$ cat src/rtl/dmem_arb_pkg.sv
// Shared types and defaults for the data-memory arbiter between the CPU
// Memory stage and the external debug/DMA port.
package dmem_arb_pkg;

    localparam int DEF_ADDR_W   = 10;
    localparam int DEF_DATA_W   = 32;
    localparam int DEF_MAX_WAIT = 4;

    typedef enum logic {
        IDLE = 1'b0,
        ACK  = 1'b1
    } arb_state_t;

    // Counter must hold 0..max_wait; keep at least one bit so MAX_WAIT=0 still elaborates.
    function automatic int wait_cnt_w(input int max_wait);
        return (max_wait < 1) ? 1 : $clog2(max_wait + 1);
    endfunction

endpackage

$ cat src/rtl/dmem_wait_ctr.sv
// Saturating wait counter: counts denied EXT cycles and flags when the
// forced-grant threshold is reached.
module dmem_wait_ctr
    import dmem_arb_pkg::*;
#(
    parameter int MAX_WAIT = DEF_MAX_WAIT
) (
    input  logic clk,
    input  logic rst,
    input  logic inc,
    input  logic clr,
    output logic sat
);

    localparam int W = wait_cnt_w(MAX_WAIT);

    logic [W-1:0] cnt_q;
    logic [W-1:0] cnt_d;

    assign sat = (cnt_q == W'(MAX_WAIT));

    always_comb begin
        cnt_d = cnt_q;
        if (clr) begin
            cnt_d = '0;
        end else if (inc && !sat) begin
            cnt_d = cnt_q + W'(1);
        end
    end

    always_ff @(posedge clk) begin
        if (rst) begin
            cnt_q <= '0;
        end else begin
            cnt_q <= cnt_d;
        end
    end

endmodule

$ cat src/rtl/dmem_arbiter.sv
// Single-port data memory arbiter: CPU has priority, EXT port is guaranteed
// service within MAX_WAIT+1 cycles and stalls the pipeline when it wins.
module dmem_arbiter
    import dmem_arb_pkg::*;
#(
    parameter int ADDR_W   = DEF_ADDR_W,
    parameter int DATA_W   = DEF_DATA_W,
    parameter int MAX_WAIT = DEF_MAX_WAIT
) (
    input  logic              clk,
    input  logic              rst,
    input  logic              cpu_rd,
    input  logic              cpu_wr,
    input  logic [ADDR_W-1:0] cpu_addr,
    input  logic [DATA_W-1:0] cpu_wdata,
    output logic [DATA_W-1:0] cpu_rdata,
    output logic              cpu_stall,
    input  logic              ext_req,
    input  logic              ext_we,
    input  logic [ADDR_W-1:0] ext_addr,
    input  logic [DATA_W-1:0] ext_wdata,
    output logic              ext_ack,
    output logic [DATA_W-1:0] ext_rdata,
    output logic              mem_we,
    output logic [ADDR_W-1:0] mem_addr,
    output logic [DATA_W-1:0] mem_din,
    input  logic [DATA_W-1:0] mem_dout
);

    arb_state_t        state_q;
    logic              ext_ack_q;
    logic [DATA_W-1:0] ext_rdata_q;

    logic cpu_acc;
    logic wait_sat;
    logic ext_grant;
    logic ctr_inc;
    logic ctr_clr;
    logic in_idle;

    assign cpu_acc   = cpu_rd | cpu_wr;
    assign in_idle   = (state_q == IDLE);
    assign ext_grant = !rst && in_idle && ext_req && (!cpu_acc || wait_sat);

    assign ctr_inc = in_idle && !ext_grant && ext_req && cpu_acc;
    assign ctr_clr = in_idle && (ext_grant || !ext_req);

    dmem_wait_ctr #(
        .MAX_WAIT (MAX_WAIT)
    ) u_wait_ctr (
        .clk (clk),
        .rst (rst),
        .inc (ctr_inc),
        .clr (ctr_clr),
        .sat (wait_sat)
    );

    // A stalled CPU store is simply not issued; the pipeline re-presents it.
    always_comb begin
        if (ext_grant) begin
            mem_we   = ext_we;
            mem_addr = ext_addr;
            mem_din  = ext_wdata;
        end else begin
            mem_we   = cpu_wr & !rst;
            mem_addr = cpu_addr;
            mem_din  = cpu_wdata;
        end
    end

    assign cpu_stall = ext_grant & cpu_acc;
    assign cpu_rdata = mem_dout;
    assign ext_ack   = ext_ack_q;
    assign ext_rdata = ext_rdata_q;

    // ACK always returns to IDLE so a still-held request is not serviced twice.
    always_ff @(posedge clk) begin
        if (rst) begin
            state_q     <= IDLE;
            ext_ack_q   <= 1'b0;
            ext_rdata_q <= '0;
        end else begin
            unique case (state_q)
                IDLE: begin
                    if (ext_grant) begin
                        state_q   <= ACK;
                        ext_ack_q <= 1'b1;
                        if (!ext_we) begin
                            ext_rdata_q <= mem_dout;
                        end
                    end
                end
                ACK: begin
                    state_q   <= IDLE;
                    ext_ack_q <= 1'b0;
                end
                default: begin
                    state_q   <= IDLE;
                    ext_ack_q <= 1'b0;
                end
            endcase
        end
    end

endmodule

$ cat config.mk
export PLATFORM = sky130hd
export DESIGN_NAME = dmem_arbiter
export DESIGN_NICKNAME = d
export VERILOG_FILES = /design/src/rtl/dmem_arb_pkg.sv /design/src/rtl/dmem_wait_ctr.sv /design/src/rtl/dmem_arbiter.sv
export SDC_FILE = /design/constraint.sdc
export NUM_CORES = 1
export LEC_CHECK = 0
export ABC_AREA = 1
export BUFFER_PORTS_ARGS = -buffer_cell sky130_fd_sc_hd__buf_2
export CELL_PAD_IN_SITES_DETAIL_PLACEMENT = 1
export CELL_PAD_IN_SITES_GLOBAL_PLACEMENT = 2
export CORE_MARGIN = 3
export CORE_UTILIZATION = 17
export CTS_CLUSTER_DIAMETER = 60
export DETAILED_ROUTE_END_ITERATION = 6
export PLACE_DENSITY_LB_ADDON = 0.1
export RECOVER_POWER = 25
export SLEW_MARGIN = 5
export SYNTH_ARGS = -nofsm -noshare
export SYNTH_HDL_FRONTEND = slang
export SYNTH_SLANG_ARGS = --single-unit
$ cat constraint.sdc
create_clock -name clk -period 2.4 [get_ports clk]
set_input_delay 0.24 -clock clk [delete_from_list [all_inputs] [get_ports clk]]
set_output_delay 0.24 -clock clk [all_outputs]
set_load 0.01 [all_outputs]
# After elaboration in Yosys (flattened, before gate mapping)
# Cells that the tools add are included.
[totals]
word_cells = 36
out_inout_bits = 109
regBits = 37
input_bits = 122
[classes]
addsub = 1
n_reduce_logical = 17
eq_ne = 2
n_mux = 7
bitwise = 5
[op_table]
columns = ["operator", "n"]
rows = [
  ["$mux W32", 1],
  ["$mux W10", 1],
  ["$logic_and A1 B1 Y1", 8],
  ["$logic_not A1 Y1", 5],
  ["$pmux W1 S2", 2],
  ["$add A3 B1 Y3 const B", 1],
  ["$eq A3 B3 Y1 const B", 1],
  ["$mux W1", 3],
  ["$reduce_and A3 Y1", 1],
  ["$and A1 B1 Y1", 2],
  ["$logic_or A1 B1 Y1", 2],
  ["$ne A2 B2 Y1 const B", 1],
  ["$not A1 Y1", 2],
  ["$reduce_or A2 Y1", 1],
  ["$or A1 B1 Y1", 1],
]

# Depth between registers and ports, before layout
[logic_depth]
depth_word = 9
mapped_depth = 9
ltp_nobuf = 9

# Cells and area by module
# A second synthesis with hierarchy kept.
[unflattened]
hier_cells = 487
hier_area_um2 = 2727.6
[by_module_without_submodules]
columns = ["module", "n_inst", "cells_each", "seq_area_each_um2", "area_per_inst_um2"]
rows = [
  ["dmem_arbiter", 1, 460, 680.7, 2552.4],
  ["dmem_wait_ctr", 1, 27, 60.1, 175.2],
]

# Worst setup path before layout
# Ideal clock, no wire load.
[synth_path]
kind = "flip-flop to output port"
from = "register u_wait_ctr.cnt_q[0]"
to = "output mem_din[20]"
setup_slack_ps = 871
path_buffers = 2
t_required_ps = 2160
stages_incl_launch_ff = 10
arrival_ps = 1289
cell_sequence = "dfxtp_1 > inv_1 > ha_1 > nand2_1 > nand2_1 > nand2_1 > buf_4 > buf_6 > nand2_1 > nand2_1"
[synth_between]
elab_chain_cells = 4
[synth_rtl]
columns = ["item", "line", "rtl"]
rows = [
  ["start, declared", "dmem_wait_ctr.sv:17", "logic [W-1:0] cnt_q;"],
  ["start signal, assigned", "dmem_wait_ctr.sv:35", "cnt_q <= cnt_d;"],
  ["$eq A3 B3 Y1", "dmem_wait_ctr.sv:20", "assign sat = (cnt_q == W'(MAX_WAIT));"],
  ["$logic_or A1 B1 Y1", "dmem_arbiter.sv:43", "assign ext_grant = !rst && in_idle && ext_req && (!cpu_acc || wait_sat);"],
  ["$logic_and A1 B1 Y1", "dmem_arbiter.sv:43", ""],
  ["$mux W32", "dmem_arbiter.sv:60", "if (ext_grant) begin"],
  ["end, declared", "dmem_arbiter.sv:26", "output logic [DATA_W-1:0] mem_din,"],
]
# Every way passes these cells.

# Worst setup path in the final report
[layout_path]
from = "register u_wait_ctr.cnt_q[0]"
to = "output mem_we"
[layout_between]
elab_chain_cells = 4
[layout_rtl]
columns = ["item", "line", "rtl"]
rows = [
  ["$eq A3 B3 Y1", "dmem_wait_ctr.sv:20", ""],
  ["$logic_or A1 B1 Y1", "dmem_arbiter.sv:43", ""],
  ["$logic_and A1 B1 Y1", "dmem_arbiter.sv:43", ""],
  ["$mux W1", "dmem_arbiter.sv:60", ""],
  ["end, declared", "dmem_arbiter.sv:24", "output logic mem_we,"],
]
# Every way passes these cells.

==> reports/qor.csv <==
metric,value,unit
outcome,"complete, no violations",
"top cells by count, synth","nand2_1, nor2_1, inv_1",
post-synth top area cell,nand2_1,
Pleak,0.002213,µW
Async SR Flop Fraction,0,%
"EDFF count, synth",0,
# DRC,0,
final wirelength,9.931,mm
chip width,125.0,µm
Crit path largest cell delay,350,ps
via count,3009,
IO buf count,230,
Final Util,26.30,%
GP Congestion,0.8933,
CP Launch Type,flop,
Peak supply drop,0.3072,mV
fin crit share,87.49,%
arrival time at the worst endpoint,1860,ps
vias in the first global route,2979,
Storage cell area,740.7,µm²
PostCTS Resize Cnt,0,
"Seq/Total Area, Yosys",30.79,%
fillers,1860,
Nets,732,
Syn Nets,541,
post-DR vias/cell,3.833,
final non-filler cell total,785,
Clock Path Buffers,2,
multi-input logic area,1127,µm²
Crit path required time,2160,ps
"Top cell by count, worst path",nand2_1,
Layout area overhead,48.21,%
"Design Area, Final",3566,µm²
initial antenna violation count,0,
worst skew pair latency,280,ps
Setup TNS Final,0,ps
Initial Utilization,17.75,%
fraction of layout cells with a size suffix above 1,34.81,%
Place WS,344.5,ps
routed length per instance,12.65,µm
Core ar.,13560,µm²
synthesized instance count,417,
Placed Area,3447,µm²
Hold Path Class,input pin to flop,
RSZ-0062 raised after global routing,false,
top-count cell post-synth,nand2_1,
Slowest cell on crit path,dfxtp_1,
CTS tree,built,
post-placement cell count,777,
Antenna Nets Post-Route,0,
ant diodes,0,
Die Height,125.0,µm
GR Overflow Total,0,
Hold Fails Final Rpt,0,
setup violators final,0,
DIE AREA,15620,µm²
Relative slew margins,71.63,%
"Primary FF master, synth",dfxtp_1,
first-pass GRT wire length,15.60,mm
Least-Margin Pin Slew,425.5,ps
Max Cap Viol,0,
Row Count,42,
Setup crit end kind,primary output,
Power Density,478.2,nW/µm²
area fraction of the dominant cell type after synthesis,32.14,%
# hold bufs at CTS,0,
CTS root buf,clkbuf_16,
largest net degree at the start of global routing,65,
Setup Skew,13.66,ps
Setup WS post-layout,300.2,ps
initial drt markers,65,
"top cells by area, synth","nand2_1, dfxtp_1, nor2_1",
critical path peak fanout,21,
Syn Area/Cell,5.770,µm²
fin. max-slew vios,0,
"Reg clk slew, reported paths",60,ps
Post-Syn Area,2406,µm²
post-CTS setup buffers,0,
Synthesis Warnings,0,
worst path cell trace,inv_1 > ha_1 > nand2_1 > nand2_1 > nand2_1 > buf_4 > nand3_1 > o21ai_0 > buf_2,
top-level I/O count,231,
Initial DRT Pass Iterations,4,
Cell variety after synth,16,
register bit total from synthesis,37,
DP Wirelength,7.971,mm
CTS Sinks,37,
depth of the CTS H-tree,2,
Total GRT Usage,12.07,%
FMAX,476.2,MHz
cts bufs inserted,5,
classification of the worst setup path,flop to primary output,
final worst path period need,2100,ps
flip-flops by register name (all words and copies together) (netlist names):
name / count
u_wait_ctr.cnt_q: 3
ext_rdata: 32
state_q: 1
ext_ack: 1
worst max-delay path, delay by kind of cell (launching register included):
family                     cells  cell delay, ps
adders and majority gates      1             190
AOI/OAI and AO/OA              1              80
buffers and inverters          3             510
and+or+nand+nor                4             470
DFF                            1             350
report_power, final:
group	total [µW]	switching (µW)	internal (µW)
Sequential	636	7.19	629
Clock	709	263	446
Combinational	361	199	161
Total	1710	469	1240
routing by layer:
metal	up-vias	GRT usage, %	wire length (µm)
met5	-	0	0
met4	0	2.296	100
met3	8	4.094	910
met2	142	21.64	4924
met1	1303	14.07	3995
li1	1556	-	-
per-stage QoR:
step                power [µW]  hold WS (ps)
finish                    1705         197.4
global route              1827         195.2
CTS                       1760         188.5
detailed placement        1026         467.9
global placement          1023         463.1
floorplan                844.3         374.9
final cells by class:
cell class                 instances  area share (%)
tap                              176           6.175
inverter                          44           4.702
sequential                        37           20.77
clock inverter                     1          0.2456
clock buffer                       7           4.281
multi-input combinational        286           31.61
timing repair buffer             234           32.21
layout by cell type (no fill, tap or decap):
master / instances
a21oi_1: 3
buf_12: 1
buf_2: 194
buf_4: 3
clkbuf_1: 36
clkbuf_16: 5
clkbuf_8: 2
dfxtp_1: 37
ha_1: 2
inv_1: 40
inv_2: 3
inv_4: 1
inv_6: 1
nand2_1: 206
nand3_1: 2
nand3_4: 1
nand4_1: 3
nor2_1: 67
nor2_4: 1
o21ai_0: 1
final timing paths:
path,startpoint,end,slack [ps],depth (start not counted)
setup / recovery,u_wait_ctr.cnt_q[0],mem_we,300,9
hold / removal,mem_dout[18],ext_rdata[18],200,3
setup reg to reg,u_wait_ctr.cnt_q[0],ext_rdata[25],890,9
hold reg to reg,ext_ack,ext_ack,470,2
cell families (layout without fill, tap and decap cells):
kind of cell             Yosys count  after routing  synth area share [%]
AND/OR/NAND/NOR                  280            280                 44.98
buffers and inverters             94            286                 22.36
flip-flops                        37             37                 30.79
AO/OA/AOI/OAI                      4              4                0.8317
adder cells (fa/ha/maj)            2              2                 1.040
Note: power is estimated with default switching activity, not from simulation.
